[src/rtl/sram_1rw_ctrl_pkg.sv]
// Shared types and helpers for the 1RW SRAM controller and its response FIFO.
package sram_1rw_ctrl_pkg;

  typedef enum logic {
    INIT = 1'b0,
    RUN  = 1'b1
  } state_t;

  // Occupancy must represent 0..depth inclusive.
  function automatic int occ_width(input int depth);
    return $clog2(depth + 1);
  endfunction

endpackage

[src/rtl/sram_1rw_ctrl_rsp_fifo.sv]
// Response FIFO for read data returning from the SRAM; the head entry is held
// in a register so the response data path leaves straight from a flop.
module sram_1rw_ctrl_rsp_fifo
  import sram_1rw_ctrl_pkg::*;
#(
  parameter int  W     = 32,
  parameter int  DEPTH = 3,
  localparam int OW    = occ_width(DEPTH),
  localparam int PW    = (DEPTH > 1) ? $clog2(DEPTH) : 1
) (
  input  logic          clk,
  input  logic          arst_n,
  input  logic          push,
  input  logic [W-1:0]  din,
  input  logic          pop,
  output logic [OW-1:0] occ,
  output logic [W-1:0]  head
);

  logic [W-1:0]  mem [DEPTH];
  logic [PW-1:0] wr_ptr;
  logic [PW-1:0] rd_ptr;
  logic          pop_ok;
  logic          head_load;
  logic [W-1:0]  head_nxt;

  function automatic logic [PW-1:0] ptr_inc(input logic [PW-1:0] p);
    return (p == PW'(DEPTH - 1)) ? '0 : p + PW'(1);
  endfunction

  assign pop_ok = pop && (occ != '0);

  // Next head: the entry behind the popped one, or the incoming word when the
  // FIFO is (or is about to become) otherwise empty.
  always_comb begin
    head_load = 1'b0;
    head_nxt  = din;
    if (pop_ok && (occ > OW'(1))) begin
      head_load = 1'b1;
      head_nxt  = mem[ptr_inc(rd_ptr)];
    end else if (push && ((occ == '0) || (pop_ok && (occ == OW'(1))))) begin
      head_load = 1'b1;
    end
  end

  always_ff @(posedge clk or negedge arst_n) begin
    if (!arst_n) begin
      wr_ptr <= '0;
      rd_ptr <= '0;
      occ    <= '0;
    end else begin
      if (push)   wr_ptr <= ptr_inc(wr_ptr);
      if (pop_ok) rd_ptr <= ptr_inc(rd_ptr);
      case ({push, pop_ok})
        2'b10:   occ <= occ + OW'(1);
        2'b01:   occ <= occ - OW'(1);
        default: ;
      endcase
    end
  end

  always_ff @(posedge clk) begin
    if (push)      mem[wr_ptr] <= din;
    if (head_load) head        <= head_nxt;
  end

endmodule

[src/rtl/sram_1rw_ctrl.sv]
// Valid/ready initiator for a 1RW synchronous SRAM with a backpressure-safe
// read response FIFO. Define SRAM_1RW_CTRL_INIT_EN to sweep INIT_VALUE into the array after reset.
module sram_1rw_ctrl
  import sram_1rw_ctrl_pkg::*;
#(
  parameter int           W          = 32,
  parameter int           N          = 1024,
  parameter int           RSP_DEPTH  = 3,
  parameter logic [W-1:0] INIT_VALUE = '0,
  localparam int          AW         = $clog2(N)
) (
  input  logic          clk,
  input  logic          arst_n,
  input  logic          req_vld,
  input  logic          req_wr,
  input  logic [AW-1:0] req_addr,
  input  logic [W-1:0]  req_wdata,
  output logic          req_rdy,
  output logic          rsp_vld,
  output logic [W-1:0]  rsp_rdata,
  input  logic          rsp_rdy,
  output logic          init_done,
  output logic [AW-1:0] sram_addr,
  output logic [W-1:0]  sram_din,
  output logic          sram_cs_n,
  output logic          sram_we_n,
  input  logic [W-1:0]  sram_dout
);

  localparam int          OW      = occ_width(RSP_DEPTH);
  localparam logic [OW:0] DEPTH_C = (OW + 1)'(RSP_DEPTH);

  state_t        state;
  logic          inflight_p1;
  logic [OW-1:0] fifo_occ;
  logic [OW:0]   pending;
  logic          accept;
  logic          rd_accept;
  logic          pop;

  // Reserve a FIFO slot for every read still travelling through the macro.
  assign pending   = {1'b0, fifo_occ} + {{OW{1'b0}}, inflight_p1};
  assign req_rdy   = (state == RUN) && (pending < DEPTH_C);
  assign accept    = req_vld && req_rdy;
  assign rd_accept = accept && !req_wr;
  assign rsp_vld   = (fifo_occ != '0);
  assign pop       = rsp_vld && rsp_rdy;

`ifdef SRAM_1RW_CTRL_INIT_EN
  logic          init_wr;
  logic [AW-1:0] init_addr;

  assign sram_cs_n = !(accept || init_wr);
  assign sram_we_n = init_wr ? 1'b0 : !(accept && req_wr);
  assign sram_addr = accept ? req_addr : init_addr;
`else
  assign sram_cs_n = !accept;
  assign sram_we_n = !(accept && req_wr);
  assign sram_addr = req_addr;
`endif
  // Idle data bus parks at INIT_VALUE, which is also what the sweep writes.
  assign sram_din = accept ? req_wdata : INIT_VALUE;

  // Stage p0 -> p1: macro samples the strobe; dout is valid one cycle later.
  always_ff @(posedge clk or negedge arst_n) begin
    if (!arst_n) begin
      state       <= INIT;
      init_done   <= 1'b0;
      inflight_p1 <= 1'b0;
`ifdef SRAM_1RW_CTRL_INIT_EN
      init_wr     <= 1'b0;
      init_addr   <= '0;
`endif
    end else begin
      inflight_p1 <= rd_accept;
      case (state)
        INIT: begin
`ifdef SRAM_1RW_CTRL_INIT_EN
          if (!init_wr) begin
            init_wr <= 1'b1;
          end else if (init_addr == AW'(N - 1)) begin
            init_wr   <= 1'b0;
            state     <= RUN;
            init_done <= 1'b1;
          end else begin
            init_addr <= init_addr + AW'(1);
          end
`else
          state     <= RUN;
          init_done <= 1'b1;
`endif
        end
        default: ;
      endcase
    end
  end

  // Stage p1 -> p2: captured read data enters the response FIFO.
  sram_1rw_ctrl_rsp_fifo #(
    .W     (W),
    .DEPTH (RSP_DEPTH)
  ) u_rsp_fifo (
    .clk    (clk),
    .arst_n (arst_n),
    .push   (inflight_p1),
    .din    (sram_dout),
    .pop    (pop),
    .occ    (fifo_occ),
    .head   (rsp_rdata)
  );

endmodule

[config.mk]
export PLATFORM = sky130hd
export DESIGN_NAME = sram_1rw_ctrl
export DESIGN_NICKNAME = d
export VERILOG_FILES = /design/src/rtl/sram_1rw_ctrl_pkg.sv /design/src/rtl/sram_1rw_ctrl_rsp_fifo.sv /design/src/rtl/sram_1rw_ctrl.sv
export SDC_FILE = /design/constraint.sdc
export NUM_CORES = 1
export LEC_CHECK = 0
export ABC_CLOCK_PERIOD_IN_PS = 8000
export BUFFER_PORTS_ARGS = -buffer_cell sky130_fd_sc_hd__buf_2
export CAP_MARGIN = 30
export CORE_MARGIN = 2
export CORE_UTILIZATION = 25
export DETAILED_ROUTE_END_ITERATION = 10
export SLEW_MARGIN = 20
export SYNTH_ARGS = -nofsm -noshare
export SYNTH_HDL_FRONTEND = slang
export SYNTH_HIERARCHICAL = 1
export SYNTH_SLANG_ARGS = --single-unit
export TNS_END_PERCENT = 5
[constraint.sdc]
create_clock -name clk -period 8 [get_ports clk]
set_input_delay 2.4 -clock clk [delete_from_list [all_inputs] [get_ports clk]]
set_output_delay 2.4 -clock clk [all_outputs]
set_load 0.005 [all_outputs]
-- After elaboration in Yosys (flattened, before gate mapping)
Memory sizes are Yosys's and may differ from the RTL's.
Index checks and enable logic that the tools add are counted.
- register bits after elaboration: 41
- bits in writable memories: 96
- input port bits: 79
- output and inout port bits: 79
- logic and storage cells: 45
- memories kept: 1
- $add $sub $neg: 5
- magnitude comparators: 2
- equal/unequal tests: 5
- multiplexer cells: 9
- reduce and logical (&&, ||, !) cells: 16
- memory list (name ; depth ; bits a word ; rd ports ; clocked after Yosys merged registers in ; write ports ; line ; RTL):
    u_rsp_fifo.mem ; 3 ; 32 ; 1 ; 0 ; 1 ; sram_1rw_ctrl_rsp_fifo.sv:20 ; logic [W-1:0] mem [DEPTH];
- operators with widths (kind ; count):
    two-way mux 32 bit ; 2
    logical AND 1 bit ; 9
    adder 2 x 1 -> 2 bit (second input constant) ; 3
    equality test 2 bit (second input constant) ; 3
    equality test 2 x 1 -> 1 bit (second input constant) ; 2
    two-way mux 1 bit ; 4
    two-way mux 2 bit ; 2
    one-hot mux 2 bit (2 select lines) ; 1
    nonzero test 2 bit ; 2
    adder 2 x 1 -> 3 bit ; 1
    zero test 1 bit ; 3
    < comparator 3 x 2 -> 1 bit (second input constant) ; 1
    > comparator 2 x 1 -> 1 bit (second input constant) ; 1
    zero test 2 bit ; 1
    subtractor 2 x 1 -> 2 bit (second input constant) ; 1
    logical OR 1 bit ; 1

-- Logic depth before layout (Yosys ltp)
Gate-level depths: netlist of the first run.
- word-level depth: 8
- depth in mapped cells: 7

-- Cells and area by module
The synthesis of the first run kept the hierarchy.
- by module, submodules not included (module ; instances ; cells each ; area each (um^2) ; seq. area each (um^2)):
    sram_1rw_ctrl_rsp_fifo ; 1 ; 301 ; 5350.1 ; 3993.8
    sram_1rw_ctrl ; 1 ; 102 ; 615.6 ; 75.1

-- Least setup slack after synthesis of the first run
Ideal clock, no wire load.
- path type: in2reg
- start: input rsp_rdy
- end: register u_rsp_fifo.head[0] (enable)
- setup time: 466 ps
- arrival time: 4880 ps
- data required time: 7534 ps
- setup slack: 2655 ps
- stages on the path: 3
- buffers on the path: 0
- path through: and2_1 a21oi_1 o21ai_0
- cells in the longest elaborated chain, start to end: 7
- elaborated cells between the ends (all ways): 8
- RTL lines (item ; line ; RTL):
    start, declared ; sram_1rw_ctrl.sv:21 ; input logic rsp_rdy,
    logical AND 1 bit * ; sram_1rw_ctrl.sv:47 ; assign pop = rsp_vld && rsp_rdy;
    logical AND 1 bit * ; sram_1rw_ctrl_rsp_fifo.sv:31 ; assign pop_ok = pop && (occ != '0);
    logical AND 1 bit ; sram_1rw_ctrl_rsp_fifo.sv:41 ; end else if (push && ((occ == '0) || (pop_ok && (occ == OW'(1))))) begin
    logical OR 1 bit ; sram_1rw_ctrl_rsp_fifo.sv:41 ;
    logical AND 1 bit ; sram_1rw_ctrl_rsp_fifo.sv:41 ;
    two-way mux 1 bit ; sram_1rw_ctrl_rsp_fifo.sv:41 ;
    two-way mux 1 bit * ; sram_1rw_ctrl_rsp_fifo.sv:38 ; if (pop_ok && (occ > OW'(1))) begin
    via u_rsp_fifo.head_load ; sram_1rw_ctrl_rsp_fifo.sv:24 ; logic head_load;
    end signal, assigned ; sram_1rw_ctrl_rsp_fifo.sv:64 ; if (head_load) head <= head_nxt;
    end, declared ; sram_1rw_ctrl_rsp_fifo.sv:17 ; output logic [W-1:0] head
Mark *: on every way through the listed nets, which the timed path passes. The rest lies on a longest branch.
A chain may end at the register's enable or synchronous reset.

-- Final worst setup path of the first run
- start: input req_vld
- end: output sram_cs_n
- cells in the longest elaborated chain, start to end: 2
- RTL lines (item ; line ; RTL):
    start, declared ; sram_1rw_ctrl.sv:14 ; input logic req_vld,
    logical AND 1 bit ; sram_1rw_ctrl.sv:44 ; assign accept = req_vld && req_rdy;
    zero test 1 bit ; sram_1rw_ctrl.sv:57 ; assign sram_cs_n = !accept;
    end, declared ; sram_1rw_ctrl.sv:25 ; output logic sram_cs_n,
Every way passes these cells.

==> results of run 1 <==
through the flow:
| step | total power, uW | hold slack, ns | setup slack [ns] |
|---|---|---|---|
| 5_1_grt | 2368 | 0.4832 | 2.136 |
| 2_1_floorplan | 1371 | 0.4140 | 2.655 |
| 3_5_place_dp | 1507 | 0.4419 | 2.278 |
| 3_3_place_gp | 1492 | 0.4336 | 2.257 |
| 4_1_cts | 2285 | 0.4452 | 2.269 |
| 6_report | 2235 | 0.4355 | 2.267 |
power breakdown:
group          total [uW]  leakage (uW)  internal (uW)  switching, uW
clock network         763      0.000276            459            303
registers             954       0.00127            881           72.6
logic                 518       0.00141            259            260
metal layers:
layer  GRT usage  vias to the layer above  share of wire
met5           0                        -         0.0010
met4     0.04547                        2          0.021
met3     0.03783                       25          0.068
met1      0.1159                     1665           0.41
li1            -                     1723              -
met2      0.1772                      136           0.50
cells in the final DEF, fill, tap and decap left out, drive strengths merged:
cell type,n
clkinv,7
mux2,33
nor2b,1
a21oi,1
clkbuf,17
or2,1
ha,5
conb,1
or3b,1
edfxtp,128
nor4b,1
nand4bb,1
buf,147
clkinvlp,3
a21o,2
and2,2
inv,6
nor3b,1
nand2,68
xnor2,2
or3,1
nand2b,2
bufinv,2
nor3,33
dfrtp,9
o21ai,34
mux2i,33
nor2,3
registers in the layout (all words and copies together), names as in the netlist:
| register | cells |
|---|---|
| u_rsp_fifo/mem | 96 |
| u_rsp_fifo/rd_ptr | 2 |
| inflight_p1 | 1 |
| u_rsp_fifo/occ | 2 |
| state | 1 |
| u_rsp_fifo/wr_ptr | 2 |
| u_rsp_fifo/head | 32 |
| init_done | 1 |
final cells by class:
cell class	count	area [um^2]
fillers	2311	16000
flip-flops and latches	137	4071
multi-input cells	226	1637
repair buffers	147	777.0
clock buffers	17	425.4
well taps	319	399.1
clock inverters	15	151.4
inverters	3	11.26
critical path, cell delays in order:
cell	delay [ns]
buf_2	0.41
or3b_1	0.39
buf_2	0.13
logic make-up (layout without fill, tap and decap cells):
kind of cell,count (synthesis),in the layout,synth area share
flip-flops,137,137,0.6820
AND/OR/NAND/NOR,115,115,0.08620
multiplexers,66,66,0.1346
buffers and inverters,40,182,0.05117
AO/OA/AOI/OAI,37,37,0.03188
adder cells (fa/ha/maj),5,5,0.01049
XOR/XNOR,2,2,0.002937
other,1,1,0.0006286
synthesized netlist by cell type, types with 2 or more instances:
cell,number
nand2_1,68
ha_1,5
mux2i_1,33
mux2_2,6
o21ai_0,7
edfxtp_1,128
a21o_1,2
o21ai_1,27
buf_4,13
buf_6,6
dfrtp_1,9
inv_1,3
xnor2_1,2
nor2_1,3
nand2b_1,2
buf_2,13
nor3_1,33
mux2_4,27
buf_12,2
worst min-delay path by stage:
stage | cells past startpoint | slack (ns) | to | startpoint
floorplan | 1 | 0.41 | init_done$_DFFE_PN0N_ | state$_DFF_PN0_
global placement | 1 | 0.43 | init_done$_DFFE_PN0N_ | state$_DFF_PN0_
detailed placement | 1 | 0.44 | init_done$_DFFE_PN0N_ | state$_DFF_PN0_
CTS | 1 | 0.45 | init_done$_DFFE_PN0N_ | state$_DFF_PN0_
global route | 1 | 0.48 | init_done$_DFFE_PN0N_ | state$_DFF_PN0_
finish | 1 | 0.44 | init_done$_DFFE_PN0N_ | state$_DFF_PN0_
==> metrics.yaml, run 1 <==
status: "finished, final reports clean"
dieWidth_um: 158.5
dp_cells: 832
firstDrtPassIters: 4
ys.warnings.count: 6
peakVddDrop_v: 0.0001480
slew_violations: 0
clkSlewWorstSetupHoldPaths_ns: 0.06
fin_nets: 616
cts_resized: 0
maxCapViolCount: 0
cts_buffer_depth: 2
cts_setup_buffers: 0
cp-startpoint: "req_vld"
netlist.area_leader.share: 0.6443
grt_pass1_vias: 3516
core_area_mm2: 0.02347
h-tree-depth: 4
diodes: 0
clock-root-buffer: "clkbuf_16"
hold_path.class: "reg2reg"
grt_max_degree: 49
stdcell_count: 864
hold_buffers: 0
critPathLaunchType: "input pin"
tns_ns: 0
place_area_mm2: 0.006895
antenna_found_initial: 1
power.density_mw_per_mm2: 299.1
setup_viol: 0
design_area_mm2: 0.007472
worstPathRequired_ns: 5.60
endpoint: "sram_cs_n"
dr_total_vias: 3551
finalCritPeriodShare: 0.7166
relSlewSlack: 0.5012
synthFlopType: "edfxtp_1"
synth-seq-cells: 137
insertion_delay_ns: 0.41
skew_ns: 0.006520
hold_viol: 0
syn_nets: 487
drive_gt1_frac: 0.4018
grt_pass1_wl_um: 19070
crit_fanout: 35
rrSetupSlack_ns: 5.66
synth_edf_count: 128
hpwl_um: 8450
routabilityCongestion: 0.8249
ff2ff_path_depth: 5
critPathKind: "in2out"
r2r-end: "u_rsp_fifo/head[31]$_DFFE_PP_"
async_reset_ff_frac: 0.06569
ioPinCount: 158
period_needed_ns: 5.733
worst_slew_pin_slew_ns: 0.7454
routed_wl_um: 12520
numCtsBuffers: 17
max_freq_ghz: 0.1744
globalRouteOverflowTotal: 0
leakage_uw: 0.002951
grt_setup_unrepaired: "no"
cts_tree: "built"
synth_area_mm2: 0.005966
critical_path_arrival_ns: 3.33
wl_per_cell_um: 14.50
syn_inst: 403
end_kind: "output pin"
avgSynthCellArea_um2: 14.80
syn_to_final_growth_pct: 25.25
ys_seq_area_frac: 0.6820
start_util: 0.2542
placementRows: 56
rr_startpoint: "u_rsp_fifo/occ[1]$_DFFE_PN0P_"
detail-route-antenna-nets: 0
grt_usage: 0.1036
synthDistinctLibCells: 33
drt_iter0_drc: 151
fp.dieH_um: 158.5
vias_per_cell: 4.110
final_util: 0.3183
cts.sinks: 137
yosysTopAreaCell: "edfxtp_1"
port_buffers: 137
remaining_drc_errors: 0
synth_area_leaders: "edfxtp_1, mux2_4, mux2i_1, nand2_1, dfrtp_1"
dieArea_mm2: 0.02511
Note: power is estimated with default switching activity, not from simulation.
==> inputs of run 2 (changes only) <==
--- a/config.mk
+++ b/config.mk
@@ -5,7 +5,7 @@
 export SDC_FILE = /design/constraint.sdc
 export NUM_CORES = 1
 export LEC_CHECK = 0
-export ABC_CLOCK_PERIOD_IN_PS = 8000
+export ABC_CLOCK_PERIOD_IN_PS = 5500
 export BUFFER_PORTS_ARGS = -buffer_cell sky130_fd_sc_hd__buf_2
 export CAP_MARGIN = 30
 export CORE_MARGIN = 2
==> constraint.sdc (replaced) <==
create_clock -name clk -period 5.5 [get_ports clk]
set_input_delay 1.65 -clock clk [delete_from_list [all_inputs] [get_ports clk]]
set_output_delay 1.65 -clock clk [all_outputs]
set_load 0.005 [all_outputs]
==> metrics.yaml, run 2 (same netlist as run 1, synthesis figures left out) <==
peakVddDrop_v: 0.0001764
nFillCells: 2341
drive_gt1_frac: 0.4033
critPathLaunchType: "input pin"
relSlewSlack: 0.5127
finalCritPeriodShare: 0.7737
worstPathRequired_ns: 3.85
period_needed_ns: 4.255
layout_common_cells: "buf_2, edfxtp_1, nand2_1"
grt_pass1_vias: 3505
remaining_drc_errors: 0
dieArea_mm2: 0.02511
core_area_mm2: 0.02347
slew_violations: 0
design_area_mm2: 0.007421
diodes: 0
insertion_delay_ns: 0.41
critical_path_arrival_ns: 2.61
tns_ns: 0
vias_per_cell: 4.053
dp_cells: 831
cts_setup_buffers: 0
place_area_mm2: 0.006894
grt_usage: 0.1024
hold_viol: 0
clkSlewWorstSetupHoldPaths_ns: 0.06
layout_top_registers: "u_rsp_fifo/mem (96), u_rsp_fifo/head (32)"
grt_max_degree: 65
routed_wl_um: 12500
cts_buffer_depth: 2
grt_pass1_wl_um: 18660
globalRouteOverflowTotal: 0
largest_reg_flops: 96
power.density_mw_per_mm2: 423.8
syn_to_final_growth_pct: 24.39
drt_iter0_drc: 100
placementRows: 56
wl_per_cell_um: 14.50
cts_resized: 0
worst_slew_pin_slew_ns: 0.7283
cts_tree: "built"
numCtsBuffers: 17
stdcell_count: 862
status: "finished, final reports clean"
hold_path.class: "reg2reg"
dr_total_vias: 3494
skew_ns: 0.008995
final_common_cell: "buf_2"
clock-root-buffer: "clkbuf_16"
ioPinCount: 158
leakage_uw: 0.002906
cts.sinks: 137
firstDrtPassIters: 4
h-tree-depth: 4
dieWidth_um: 158.5
hold_buffers: 0
worst_slack_ns: 1.245
start_util: 0.2542
fin_nets: 615
max_freq_ghz: 0.2350
maxCapViolCount: 0
fp.dieH_um: 158.5
end_kind: "output pin"
hpwl_um: 8289
critPathKind: "in2out"
routabilityCongestion: 0.8221
grt_setup_unrepaired: "no"
crit_fanout: 35
antenna_found_initial: 1
dpl_worst_slack_ns: 1.263
detail-route-antenna-nets: 0
regMostFlops: "u_rsp_fifo/mem"
setup_viol: 0
port_buffers: 137
[run 2: cell count changes in the layout (fill, tap and decap cells not counted), sizes merged]
cell | previous run | this run
buf | 147 | 146
bufinv | 2 | 0
clkinv | 7 | 4
clkinvlp | 3 | 7
[run 2: through the flow]
step / util / hold WS [ns] / power [uW]
floorplan: - / 0.4140 / 1995
global placement: 0.2924 / 0.4294 / 2168
detailed placement: 0.2937 / 0.4507 / 2187
CTS: 0.3162 / 0.4745 / 3218
global route: 0.3162 / 0.4941 / 3342
finish: 0.3162 / 0.4659 / 3145
[run 2: path summary, 6_finish.rpt]
kind	from	end	slack [ns]	cells past startpoint
min in group asynchronous	arst_n	init_done$_DFFE_PN0N_	1.08	1
hold reg to reg	state$_DFF_PN0_	init_done$_DFFE_PN0N_	0.47	1
setup / recovery	req_vld	sram_we_n	1.24	4
max in group asynchronous	arst_n	u_rsp_fifo/rd_ptr[1]$_DFFE_PN0P_	4.21	1
hold / removal	state$_DFF_PN0_	init_done$_DFFE_PN0N_	0.47	1
setup reg to reg	u_rsp_fifo/occ[1]$_DFFE_PN0P_	u_rsp_fifo/head[31]$_DFFE_PP_	3.23	5
[run 2: routing by layer]
metal  vias up  track usage  wire (um)
li1       1716            -          -
met3        14      0.04464        896
met2       128       0.1793       6149
met5         -            0         13
met4         2      0.03260        121
met1      1634       0.1114       5315
[run 2: cell type report]
class                   count  area, um^2  area share
flip-flops and latches    137        4071      0.5486
repair buffers            146       773.2      0.1042
well taps                 319       399.1     0.05379
clock buffers              17       425.4     0.05733
clock inverters            14       101.3     0.01366
inverters                   3       11.26    0.001517
multi-input cells         226        1639      0.2209
[run 2: power breakdown]
part | switching [uW] | leakage, uW | internal [uW]
Clock | 435 | 0.000238 | 573
Sequential | 108 | 0.00127 | 1280
Combinational | 375 | 0.00140 | 372
Total | 918 | 0.00291 | 2230
[run 2: critical path, stage by stage]
cell and delay [ns]:
buf_2 0.42, nand2_1 0.09, or3_1 0.31, buf_2 0.13
